[src/rtl/div_seq_pkg.sv]
// Shared types and helpers for the iterative signed divider.
package div_seq_pkg;

    localparam int REG_W     = 64;
    localparam int DIV_CNT_W = 7;

    typedef logic [REG_W-1:0]     reg_t;
    typedef logic [DIV_CNT_W-1:0] div_cnt_t;

    typedef enum logic [1:0] {
        BMD_08,
        BMD_16,
        BMD_32,
        BMD_64
    } bmd_t;

    typedef enum logic [1:0] {
        DIV_IDLE,
        DIV_CALC,
        DIV_DONE
    } div_state_t;

    // Operand width in bits for a given width selector.
    function automatic div_cnt_t bmd_width(input bmd_t bmd);
        case (bmd)
            BMD_08:  return div_cnt_t'(8);
            BMD_16:  return div_cnt_t'(16);
            BMD_32:  return div_cnt_t'(32);
            default: return div_cnt_t'(64);
        endcase
    endfunction

endpackage

[src/rtl/div_step.sv]
// One restoring-division iteration: shift in the next dividend bit and
// subtract the divisor when it fits.
module div_step #(
    parameter int REG_W = 64
) (
    input  logic [REG_W-1:0] rem,
    input  logic             dvd_bit,
    input  logic [REG_W-1:0] dvs,
    output logic [REG_W-1:0] rem_next,
    output logic             q_bit
);

    // One extra bit: the shifted remainder can momentarily exceed REG_W bits.
    logic [REG_W:0] shifted;
    logic [REG_W:0] diff;

    // Trial subtraction; keep it only when the result is non-negative.
    always_comb begin
        // NOTE: every output of a combinational block gets a default first so no latch is inferred.
        rem_next = '0;
        q_bit    = 1'b0;
        shifted  = {rem, dvd_bit};
        diff     = shifted - {1'b0, dvs};
        if (shifted >= {1'b0, dvs}) begin
            q_bit    = 1'b1;
            rem_next = diff[REG_W-1:0];
        end else begin
            rem_next = shifted[REG_W-1:0];
        end
    end

endmodule

[src/rtl/div_seq.sv]
// Multi-cycle signed divider: one quotient bit per cycle, valid/ready on
// both sides, flushable mid-operation.
module div_seq #(
    parameter int REG_W = 64
) (
    input  logic                    clk,
    input  logic                    rstn,
    input  logic                    flush,
    input  logic                    req_valid,
    output logic                    req_ready,
    input  logic [REG_W-1:0]        s,
    input  logic [REG_W-1:0]        t,
    input  div_seq_pkg::bmd_t       bmd,
    output logic                    resp_valid,
    input  logic                    resp_ready,
    output logic [REG_W-1:0]        d,
    output logic [REG_W-1:0]        r,
    output logic                    div_zero
);

    import div_seq_pkg::*;

    localparam int IDX_W = $clog2(REG_W);

    // Low n bits set; all ones when n covers the whole register.
    function automatic logic [REG_W-1:0] width_mask(input div_cnt_t n);
        logic [REG_W-1:0] one;
        one = {{(REG_W-1){1'b0}}, 1'b1};
        if (int'(n) >= REG_W) return '1;
        return (one << n) - one;
    endfunction

    // Sign-extend x from bit n-1, discarding everything above it.
    function automatic logic [REG_W-1:0] sext(input logic [REG_W-1:0] x, input div_cnt_t n);
        logic [REG_W-1:0] m;
        m = width_mask(n);
        return x[IDX_W'(n - div_cnt_t'(1))] ? (x | ~m) : (x & m);
    endfunction

    div_state_t       state;
    div_cnt_t         cnt;
    div_cnt_t         n_w;
    logic [REG_W-1:0] dvd;
    logic [REG_W-1:0] dvs;
    logic [REG_W-1:0] rem;
    logic [REG_W-1:0] quo;
    logic             sign_q;
    logic             sign_r;

    div_cnt_t         n_req;
    logic [REG_W-1:0] s_ext;
    logic [REG_W-1:0] t_ext;
    logic [REG_W-1:0] abs_s;
    logic [REG_W-1:0] abs_t;
    logic             t_zero;

    logic             dvd_bit;
    logic [REG_W-1:0] rem_next;
    logic             q_bit;
    logic [REG_W-1:0] quo_fin;
    logic [REG_W-1:0] d_fin;
    logic [REG_W-1:0] r_fin;

    assign req_ready = (state == DIV_IDLE);

    // Request-side operand conditioning: narrow, sign-extend, take magnitudes.
    always_comb begin
        n_req  = bmd_width(bmd);
        s_ext  = sext(s, n_req);
        t_ext  = sext(t, n_req);
        abs_s  = s_ext[REG_W-1] ? -s_ext : s_ext;
        abs_t  = t_ext[REG_W-1] ? -t_ext : t_ext;
        t_zero = (t_ext == '0);
    end

    // Dividend bits are consumed MSB first, indexed by the down-counter.
    always_comb begin
        dvd_bit = dvd[IDX_W'(cnt - div_cnt_t'(1))];
    end

    div_step #(.REG_W(REG_W)) u_step (
        .rem      (rem),
        .dvd_bit  (dvd_bit),
        .dvs      (dvs),
        .rem_next (rem_next),
        .q_bit    (q_bit)
    );

    // Sign-corrected, width-truncated results for the final step.
    always_comb begin
        quo_fin = {quo[REG_W-2:0], q_bit};
        d_fin   = width_mask(n_w) & (sign_q ? -quo_fin : quo_fin);
        r_fin   = width_mask(n_w) & (sign_r ? -rem_next : rem_next);
    end

    // FSM, iteration state and registered response.
    always_ff @(posedge clk) begin
        if (!rstn) begin
            // NOTE: sequential state uses non-blocking assignments so all registers update together at the edge.
            state      <= DIV_IDLE;
            cnt        <= '0;
            n_w        <= '0;
            dvd        <= '0;
            dvs        <= '0;
            rem        <= '0;
            quo        <= '0;
            sign_q     <= 1'b0;
            sign_r     <= 1'b0;
            resp_valid <= 1'b0;
            d          <= '0;
            r          <= '0;
            div_zero   <= 1'b0;
        end else if (flush) begin
            state      <= DIV_IDLE;
            cnt        <= '0;
            resp_valid <= 1'b0;
        end else begin
            case (state)
                DIV_IDLE: begin
                    if (req_valid) begin
                        if (t_zero) begin
                            state      <= DIV_DONE;
                            resp_valid <= 1'b1;
                            d          <= '0;
                            r          <= '0;
                            div_zero   <= 1'b1;
                        end else begin
                            state    <= DIV_CALC;
                            cnt      <= n_req;
                            n_w      <= n_req;
                            dvd      <= abs_s;
                            dvs      <= abs_t;
                            rem      <= '0;
                            quo      <= '0;
                            sign_q   <= s_ext[REG_W-1] ^ t_ext[REG_W-1];
                            sign_r   <= s_ext[REG_W-1];
                            div_zero <= 1'b0;
                        end
                    end
                end
                DIV_CALC: begin
                    rem <= rem_next;
                    quo <= quo_fin;
                    cnt <= cnt - div_cnt_t'(1);
                    if (cnt == div_cnt_t'(1)) begin
                        state      <= DIV_DONE;
                        resp_valid <= 1'b1;
                        d          <= d_fin;
                        r          <= r_fin;
                    end
                end
                DIV_DONE: begin
                    if (resp_ready) begin
                        state      <= DIV_IDLE;
                        resp_valid <= 1'b0;
                    end
                end
                default: state <= DIV_IDLE;
            endcase
        end
    end

endmodule

[config.mk]
export PLATFORM = sky130hd
export DESIGN_NAME = div_seq
export DESIGN_NICKNAME = d
export VERILOG_FILES = /design/src/rtl/div_seq_pkg.sv /design/src/rtl/div_step.sv /design/src/rtl/div_seq.sv
export SDC_FILE = /design/constraint.sdc
export NUM_CORES = 1
export LEC_CHECK = 0
export CORE_ASPECT_RATIO = 2
export CORE_MARGIN = 2
export CORE_UTILIZATION = 40
export DETAILED_ROUTE_END_ITERATION = 16
export MAX_ROUTING_LAYER = met4
export SETUP_SLACK_MARGIN = 0.4
export SYNTH_ARGS = -nofsm -noshare
export SYNTH_HDL_FRONTEND = slang
export SYNTH_SLANG_ARGS = --single-unit
[constraint.sdc]
create_clock -name clk -period 9.6 [get_ports clk]
set_input_delay 1.92 -clock clk [delete_from_list [all_inputs] [get_ports clk]]
set_output_delay 1.92 -clock clk [all_outputs]
set_load 0.1 [all_outputs]
# Yosys cells after proc, flatten, opt, wreduce, memory -nomap -nowiden
# Index checks and enable logic that the tools add are counted.
dict set report classes {
  addsub 9
  order_cmp 5
  n_eq_ne 10
  shifts 2
  muxes 45
  n_bitwise 11
  reduce_logical 13
}
# cell n
set op_table {}
lappend op_table {{two-way mux 64 bit} 17}
lappend op_table {{case mux 64 bit (2 select lines)} 3}
lappend op_table {{AND 64 bit} 4}
lappend op_table {{negation 64 bit} 4}
lappend op_table {{OR 64 bit} 2}
lappend op_table {{<< shifter 1 x 7 -> 64 bit (first input constant)} 2}
lappend op_table {{subtractor 64 x 1 -> 64 bit (second input constant)} 2}
lappend op_table {{case mux 63 bit (2 select lines)} 1}
lappend op_table {{>= comparator 65 x 64 -> 1 bit} 1}
lappend op_table {{logical NOT 64 bit} 1}
lappend op_table {{NOT 64 bit} 1}
lappend op_table {{subtractor 64 bit} 1}
lappend op_table {{case mux 7 bit (3 select lines)} 1}
lappend op_table {{binary-select mux 1 bit (select 6 bit)} 3}
lappend op_table {{>= comparator 7 bit (second input constant)} 2}
lappend op_table {{< comparator 6 x 7 -> 1 bit (second input constant)} 2}
lappend op_table {{two-way mux 7 bit} 2}
lappend op_table {{case mux 7 bit (2 select lines)} 1}
lappend op_table {{two-way mux 1 bit} 11}
lappend op_table {{AND reduction 5 bit} 2}
lappend op_table {{AND reduction 3 bit} 3}
lappend op_table {{two-way mux 2 bit} 4}
lappend op_table {{inequality test 2 bit (second input constant)} 4}
lappend op_table {{AND reduction 4 bit} 2}
lappend op_table {{other kinds (14)} 19}
dict set report word_totals {
  reg_bits 403
  inputBits 135
  out_inout_bits 131
  wordCells 108
}

# Depth between registers and ports, before layout
# Gate-level depths: netlist of the first run.
dict set report depth {
  word_depth 12
  mapped_depth 33
  ltp_nobuf 25
}

# Hierarchy
# A second synthesis of the first run with hierarchy kept.
dict set report unflattened {
  cells_unflattened 3293
  hier_area_um2 26103.8
}
# module n_inst cells_per_inst area_each_um2 seq_area_each_um2
set modules_own_cells {}
lappend modules_own_cells {div_seq 1 2536 21311.7 8007.7}
lappend modules_own_cells {div_step 1 757 4792.1 0.0}

# Worst setup path before layout of the first run
# Ideal clock, no wire load.
dict set report synth_path {
  path_kind {register -> register}
  startpoint {reg cnt[0]}
  endpoint {reg d[56]}
  setup_ps 128
  t_arrival_ps 7396
  required_time_ps 9472
  path_slack_ps 2076
  stages_incl_launch_ff 33
  n_path_buf 8
  synth_period_minus_slack_ps 7524
  path_cell_list {dfxtp_1 -> buf_1 -> inv_1 -> ha_1 -> clkbuf_1 -> buf_1 -> mux4_2 -> mux4_2 -> mux2i_1 -> mux2_2 -> ha_1 -> nand3b_1 -> a21oi_1 -> o21ai_1 -> buf_2 -> a21boi_1 -> o21ai_1 -> nand3_1 -> inv_2 -> buf_2 -> clkbuf_1 -> clkbuf_1 -> clkbuf_1 -> ha_1 -> nand3_1 -> nor2_1 -> nand4_1 -> or3_1 -> or4_1 -> o31ai_1 -> xnor2_1 -> a32oi_1 -> nor2_1}
}
dict set report synth_between {
  elab_chain_len 10
  word_cells_on_any_way 13
  cone_classes {add/sub (2); order compare (1); eq/ne (2); mux (6); bitwise (1); reduce/logical (1)}
}
# item line_no
set synth_lines {}
lappend synth_lines {{start, declared} div_seq.sv:41} ;# div_cnt_t cnt;
lappend synth_lines {{start signal, assigned} div_seq.sv:129} ;# cnt <= n_req;
lappend synth_lines {{start signal, assigned} div_seq.sv:144} ;# cnt <= cnt - div_cnt_t'(1);
lappend synth_lines {{subtractor 7 x 1 -> 7 bit} --}
lappend synth_lines {{binary-select mux 1 bit (select 6 bit)} div_seq.sv:78} ;# dvd_bit = dvd[IDX_W'(cnt - div_cnt_t'(1))];
lappend synth_lines {{two-way mux 1 bit (implied by the code)} div_seq.sv:78}
lappend synth_lines {{>= comparator 65 x 64 -> 1 bit} div_step.sv:24} ;# if (shifted >= {1'b0, dvs}) begin
lappend synth_lines {{two-way mux 1 bit} div_step.sv:24}
lappend synth_lines {{negation 64 bit} div_seq.sv:92} ;# d_fin = width_mask(n_w) & (sign_q ? -quo_fin : quo_fin);
lappend synth_lines {{two-way mux 64 bit} div_seq.sv:92}
lappend synth_lines {{AND 64 bit} div_seq.sv:92}
lappend synth_lines {{two-way mux 64 bit} div_seq.sv:145} ;# if (cnt == div_cnt_t'(1)) begin
lappend synth_lines {{case mux 64 bit (2 select lines)} div_seq.sv:118} ;# case (state)
lappend synth_lines {{end signal, assigned} div_seq.sv:148} ;# d <= d_fin;
lappend synth_lines {{end, declared} div_seq.sv:16} ;# output logic [REG_W-1:0] d,
# Several ways; a longest one is shown, not always the timed one. The select of a mux whose other input is x is not followed.
# A chain may end at the register's enable or synchronous reset.

# Final worst setup path of the first run
dict set report layout_path {
  startpoint {reg cnt[1]}
  endpoint {reg r[58]}
}
dict set report layout_between {
  elab_chain_len 10
  word_cells_on_any_way 14
  cone_classes {add/sub (3); order compare (1); eq/ne (2); mux (6); bitwise (1); reduce/logical (1)}
}
# item line_no
set layout_lines {}
lappend layout_lines {{subtractor 7 x 1 -> 7 bit} --}
lappend layout_lines {{binary-select mux 1 bit (select 6 bit)} div_seq.sv:78}
lappend layout_lines {{two-way mux 1 bit (implied by the code)} div_seq.sv:78}
lappend layout_lines {{subtractor 64 bit or >= comparator 65 x 64 -> 1 bit (tied branches)} {div_step.sv:23, div_step.sv:24}}
lappend layout_lines {{two-way mux 64 bit} div_step.sv:24}
lappend layout_lines {{negation 64 bit} div_seq.sv:93} ;# r_fin = width_mask(n_w) & (sign_r ? -rem_next : rem_next);
lappend layout_lines {{two-way mux 64 bit} div_seq.sv:93}
lappend layout_lines {{AND 64 bit} div_seq.sv:93}
lappend layout_lines {{two-way mux 64 bit} div_seq.sv:145}
lappend layout_lines {{case mux 64 bit (2 select lines)} div_seq.sv:118}
lappend layout_lines {{end signal, assigned} div_seq.sv:149} ;# r <= r_fin;
lappend layout_lines {{end, declared} div_seq.sv:17} ;# output logic [REG_W-1:0] r,
# Several ways; a longest one is shown, not always the timed one. The select of a mux whose other input is x is not followed.

==> results of run 1 <==
## layer usage
layer | track usage | routed length, um | vias up
met3 | 0.03421 | 4882 | 295
met2 | 0.5319 | 54280 | 1002
met4 | 0.1700 | 6991 | 0
met1 | 0.3022 | 39270 | 13430
li1 | - | - | 14090
met5 | - | 0 | -
## power by group through the flow
stage               registers [mW]  clock network (mW)  logic [mW]
floorplan                     1.75                   0       0.796
global placement              1.76                   0        1.20
detailed placement            1.76                   0        1.20
CTS                           1.72                1.60        1.20
global route                  1.72                1.65        1.32
finish                        1.72                1.56        1.22
## synthesized netlist by cell type, drive strengths merged (52+ instances only)
cell type / count
mux2i: 52
ha: 71
xor2: 100
buf: 70
xnor2: 129
clkbuf: 197
nand4: 63
a22oi: 172
nor2: 553
o31ai: 58
nand3: 81
nand2: 428
o21ai: 257
inv: 95
nor3: 110
dfxtp: 400
a21oi: 308
## how the worst max path moves through the flow
stage / start / slack, ns / endpoint / cells after the start
global route: cnt[1]$_SDFFE_PP0P_ / 1.42 / r[54]$_SDFFE_PN0P_ / 26
detailed placement: bmd[0] / 1.68 / d[21]$_SDFFE_PN0P_ / 15
CTS: cnt[1]$_SDFFE_PP0P_ / 1.85 / r[58]$_SDFFE_PN0P_ / 22
finish: cnt[1]$_SDFFE_PP0P_ / 1.82 / r[58]$_SDFFE_PN0P_ / 26
global placement: bmd[0] / 1.70 / r[19]$_SDFFE_PN0P_ / 15
floorplan: cnt[0]$_SDFFE_PP0P_ / 2.08 / d[56]$_SDFFE_PN0P_ / 32
## cells by family after synthesis
group,after synthesis
AND/OR/NAND/NOR,1536
AO/OA/AOI/OAI,1145
flip-flops,400
buffers and inverters,362
XOR/XNOR,229
multiplexers,85
adder cells (fa/ha/maj),72
## sequential cells by signal, summed over array words and instances (netlist names)
| name | flops |
|---|---|
| r | 64 |
| d | 64 |
| cnt | 7 |
| n_w | 4 |
| resp_valid | 1 |
| div_zero | 1 |
| quo | 63 |
| dvs | 64 |
| sign_r | 1 |
| dvd | 64 |
| rem | 64 |
| sign_q | 1 |
| state | 2 |
## placed cells by master (no fill, tap or decap), types with 18 or more instances in the layout
cell	n
nor2b_1	34
buf_4	56
clkdlybuf4s50_1	263
dfxtp_1	399
o21a_1	18
inv_1	93
nor4_1	36
or3_1	46
a21oi_1	304
o21ai_0	220
a21boi_0	20
a31oi_1	33
nor2_1	550
o21ai_1	32
nor3_1	108
clkbuf_16	39
o41ai_1	25
nand4_1	63
mux2i_1	52
ha_1	71
o31ai_1	56
nand3_1	80
a211oi_1	47
a21o_1	20
o211ai_1	19
a22oi_1	171
xnor2_1	129
and2_1	30
or4_1	19
xor2_1	100
mux4_2	20
nand2b_1	36
nand2_1	427
## tightest hold or removal path: stages, from the launching register on
cell and delay (ns):
dfxtp_1 0.31, nand2_1 0.05, a21oi_1 0.05
## cell type report
class                   count  area share
clock buffers              51     0.03318
clock inverters            15    0.005069
flip-flops and latches    400      0.2458
well taps                 903     0.03468
diodes                      2   0.0001536
inverters                  95     0.01118
multi-input cells        3067      0.5747
repair buffers            323     0.09524
## per-stage QoR
step / util / total power [mW] / setup WS, ns / instance area [sq um] / instances
4_1_cts: 0.4680 / 4.519 / 1.852 / 32570 / 4854
2_1_floorplan: - / 2.542 / 2.076 / 28070 / 3829
3_3_place_gp: 0.4501 / 2.952 / 1.701 / 31330 / 4788
5_1_grt: 0.4682 / 4.688 / 1.416 / 32580 / 4856
6_report: 0.4682 / 4.495 / 1.818 / 32580 / 4856
3_5_place_dp: 0.4501 / 2.954 / 1.682 / 31330 / 4788
==> run metrics, run 1 <==
Syn-to-layout area delta=16.06%; DR WL/cell=roughly 22 um; CP max stage cell=a221oi_1; ys flop type=dfxtp_1; Crit Path Max Fanout=18; antenna-violating nets left=0; Final GP Congestion=0.9858; clk sinks=400; power share of the clock group=0.347; setup_tns=0 ns; port bufs=~270; Nets=4132; Multi-input gate area=about 19000 sq um; Slew Limit Fails=0; Worst Setup Path Type=reg -> reg; Worst R2R Path Depth=26; compound-cell area share of the yosys netlist=0.2678; WHS Path Cells=2; mux contribution to synthesized area=0.03980; Clock Path Buffers=3; Yosys cell types=102; Synth Register Bits=400; PwrDens=between 100 and 150 nW/um^2; Comb pwr share=0.271; Worst-Skew Late Latency=0.58 ns; Worst path max stage delay=0.75 ns; I/O Pins=between 200 and 300; Hold EP=dvs[23]$_SDFFE_PN0P_; hold_sp=dvs[23]$_SDFFE_PN0P_; YS warnings=0; syn_area_per_cell=7.332 sq um; Async S/R FF share, synth=0; Initial Util=0.4034; P_int=approximately 3.0 mW; Hold Buf Count CTS=0; grt total ovfl=0; Critical Path Sink Type=flip-flop; register-to-register setup slack=1.82 ns; worst slew pin tran=1.261 ns; FF+latch area=around 8000 sq um; Fillers=7245; VDD IR max=0.1261 mV; final setup vio count=0; Die H=378.7 um; r2r endpoint=r[58]$_SDFFE_PN0P_; fraction of the mapped netlist area in adder cells=0.03236; total wire length=around 110000 um; drt drc=0; CTS tree=done; XOR/XNOR Fraction of Synth Area=0.07144; RSZ-0062 raised after global routing=false; Flop pwr share=0.383; largest family of logic cells by synthesized area=compound AO/OA/AOI/OAI gates; HP Class=reg -> reg; die area=72450 sq um; synthesized area=28070 sq um; routed vias/inst=5.935; sequential area share after synthesis=0.2852; CTS root buf=clkbuf_16; switching part of the total=0.3433; Final Cycle Share=0.8106; Critical R2R Launch=cnt[1]$_SDFFE_PP0P_; HPWL after DPL=82270 um; minimum clock period=7.782 ns; first-pass GRT wire length=161400 um; Critical Path RT=10.04 ns; Core ar.=~70000 sq um; max_cap viols=0; largest net degree at the start of global routing=151; Relative slew margins=0.1530; Mapped Nets=4036; gr usage total=0.2934; cts repair resizes=0; sw power=1.543 mW; CP top delay family=compound AO/OA/AOI/OAI gates; Post-synth EDFFs=0; Leak=11.98 nW; Fin. Hold Viols=0; crit path launch type=flip-flop; Clk pin slew, worst setup/hold paths=0.07 ns; largest cells by area after synthesis=dfxtp_1, nor2_1, nand2_1; area share of the leading cell type in the synthesized netlist=0.2852; antenna violations before repair=2; CP Data Arrival Time=between 8 and 9 ns; CTS Buf Count=38; Simple-Gate Fraction of Synth Area=0.2530; Max Clock Skew=about 0.023 ns; Fmax=128.5 MHz; H-tree levels=2; detailed-route via count=just under 30000; vias in the first global route=27930; Post-CTS Setup Bufs=0; DRT iter0 DRCs=1985; largest area contributor in the netlist=dfxtp_1; die width=191.3 um; status=completed; hold slack=0.4481 ns; Rows=137; TritonRoute pass-1 iters=6; Mapped Cells=3829; Buf/Inv on CP=4; share of layout cells above drive strength 1=0.05669
No activity file was read; power rests on OpenSTA's default activity.
==> inputs of run 2 (changes only) <==
clock period = 7 ns   (was 9.6 ns; I/O delays follow)
==> run 2 against run 1 <==
Net effect:
- cell count rose by 1.3%
- design area up 2.4%
- power increased by 42%
- non-clock buffer count up 57
- die area did not move
- combinational power rose by 48%
==> run metrics, run 2 (synthesized netlist as in run 1, its figures left out) <==
status=completed; PwrDens=~190 nW/um^2; max_cap viols=0; Initial Util=0.4034; WHS Path Cells=2; DR WL/cell=21.94 um; P_int=around 4.2 mW; Fmax=156.4 MHz; gr usage total=0.2994; Leak=12.38 nW; Flop pwr share=0.368; Worst Setup Path Type=reg -> reg; Critical Path RT=7.44 ns; HPWL after DPL=84900 um; Fin. Hold Viols=0; Clk pin slew, worst setup/hold paths=0.07 ns; minimum clock period=6.394 ns; antenna-violating nets left=0; CTS tree=done; crit path launch type=flip-flop; Core ar.=69590 sq um; CTS Buf Count=39; Rows=137; most common cell after layout, fill and taps aside=nor2_1; Relative slew margins=0.1940; most frequent cells in the layout=nor2_1, nand2_1, dfxtp_1, a21oi_1, clkdlybuf4s50_1; port bufs=265; largest net degree at the start of global routing=167; Die H=378.7 um; DRT iter0 DRCs=~1800; hold slack=0.4465 ns; antenna violations before repair=0; die area=72450 sq um; HP Class=reg -> reg; Hold Buf Count CTS=0; Final Cycle Share=0.9134; drt drc=0; Clock Path Buffers=3; Nets=between 4000 and 5000; vias in the first global route=about 29000; TritonRoute pass-1 iters=5; die width=191.3 um; total wire length=107900 um; switching part of the total=0.3389; Final GP Congestion=1.033; Syn-to-layout area delta=18.82%; VDD IR max=0.1604 mV; Fillers=7192; clk sinks=400; grt total ovfl=0; RSZ-0062 raised after global routing=false; setup_tns=0 ns; FF+latch area=8010 sq um; Critical Path Sink Type=flip-flop; Comb pwr share=0.282; Worst R2R Path Depth=25; Crit Path Max Fanout=7; Multi-input gate area=18880 sq um; sw power=2.170 mW; final setup vio count=0; worst slew pin tran=1.194 ns; # diodes=0; CP Data Arrival Time=6.83 ns; H-tree levels=2; Slew Limit Fails=0; Max Clock Skew=approximately 0.022 ns; I/O Pins=266; Worst-Skew Late Latency=0.58 ns; first-pass GRT wire length=between 150000 and 200000 um; routed vias/inst=5.936; power share of the clock group=0.351; CTS root buf=clkbuf_16; detailed-route via count=approximately 30000; share of layout cells above drive strength 1=0.07524
[run 2: critical path, cell delays in order, from the launching register on]
cell and delay (ns):
dfxtp_2 0.33, inv_1 0.08, ha_4 0.30, buf_4 0.16, mux4_2 0.31, mux4_2 0.50, mux2i_4 0.19, mux2_4 0.23
ha_2 0.20, inv_1 0.05, fa_1 0.40, a21o_1 0.21, a221oi_1 0.25, buf_4 0.19, or4_1 0.13, o221ai_1 0.27
or3_1 0.43, a222oi_1 0.43, mux2i_2 0.19, a2111oi_2 0.39, buf_4 0.19, nand4_1 0.10, buf_6 0.18, o41ai_4 0.30
xnor2_1 0.16, o21ai_1 0.07
[run 2: final cells by class]
| class | instances | area share |
|---|---|---|
| Multi-Input combinational cell | 3067 | 0.5661 |
| Sequential cell | 400 | 0.2401 |
| Timing Repair Buffer | 380 | 0.1092 |
| Tap cell | 903 | 0.03387 |
| Clock buffer | 56 | 0.03331 |
| Inverter | 95 | 0.01092 |
| Clock inverter | 16 | 0.006489 |
[run 2: metal layers]
layer  track usage  wire length (um)
met2        0.5441             55890
met1        0.2970             38910
met3       0.04197              5235
met5             -                 0
met4        0.1884              7832
[run 2: final timing paths]
kind,slack [ns],start,end
max,0.61,cnt[1]$_SDFFE_PP0P_,r[63]$_SDFFE_PN0P_
min,0.45,d[57]$_SDFFE_PN0P_,d[57]$_SDFFE_PN0P_
max reg2reg,0.61,cnt[1]$_SDFFE_PP0P_,r[63]$_SDFFE_PN0P_
min reg2reg,0.45,d[57]$_SDFFE_PN0P_,d[57]$_SDFFE_PN0P_
[run 2: metrics by stage]
stage               utilization  setup slack (ns)  instances  total power, mW  cell area (sq um)
finish                   0.4793            0.6062       4917            6.402              33360
global route             0.4793            0.4053       4917            6.668              33360
CTS                      0.4765            0.3771       4911            6.387              33160
detailed placement       0.4569           0.07079       4838            4.131              31800
global placement         0.4569            0.2185       4838            4.131              31800
floorplan                     -            0.4123       3829            3.488              28090
[run 2: power groups by stage]
stage / registers [mW] / clock network (mW) / logic (mW)
after floorplan: 2.39 / 0 / 1.09
after global placement: 2.41 / 0 / 1.73
after detailed placement: 2.41 / 0 / 1.72
after CTS: 2.35 / 2.30 / 1.73
after global routing: 2.36 / 2.37 / 1.94
final: 2.36 / 2.24 / 1.80
[run 2: timing repair]
action,CTS,global route
pin swaps,2,10
setup endpoints to repair,18,32
setup buffers,1,6
resized for setup,5,27
gates cloned,0,0
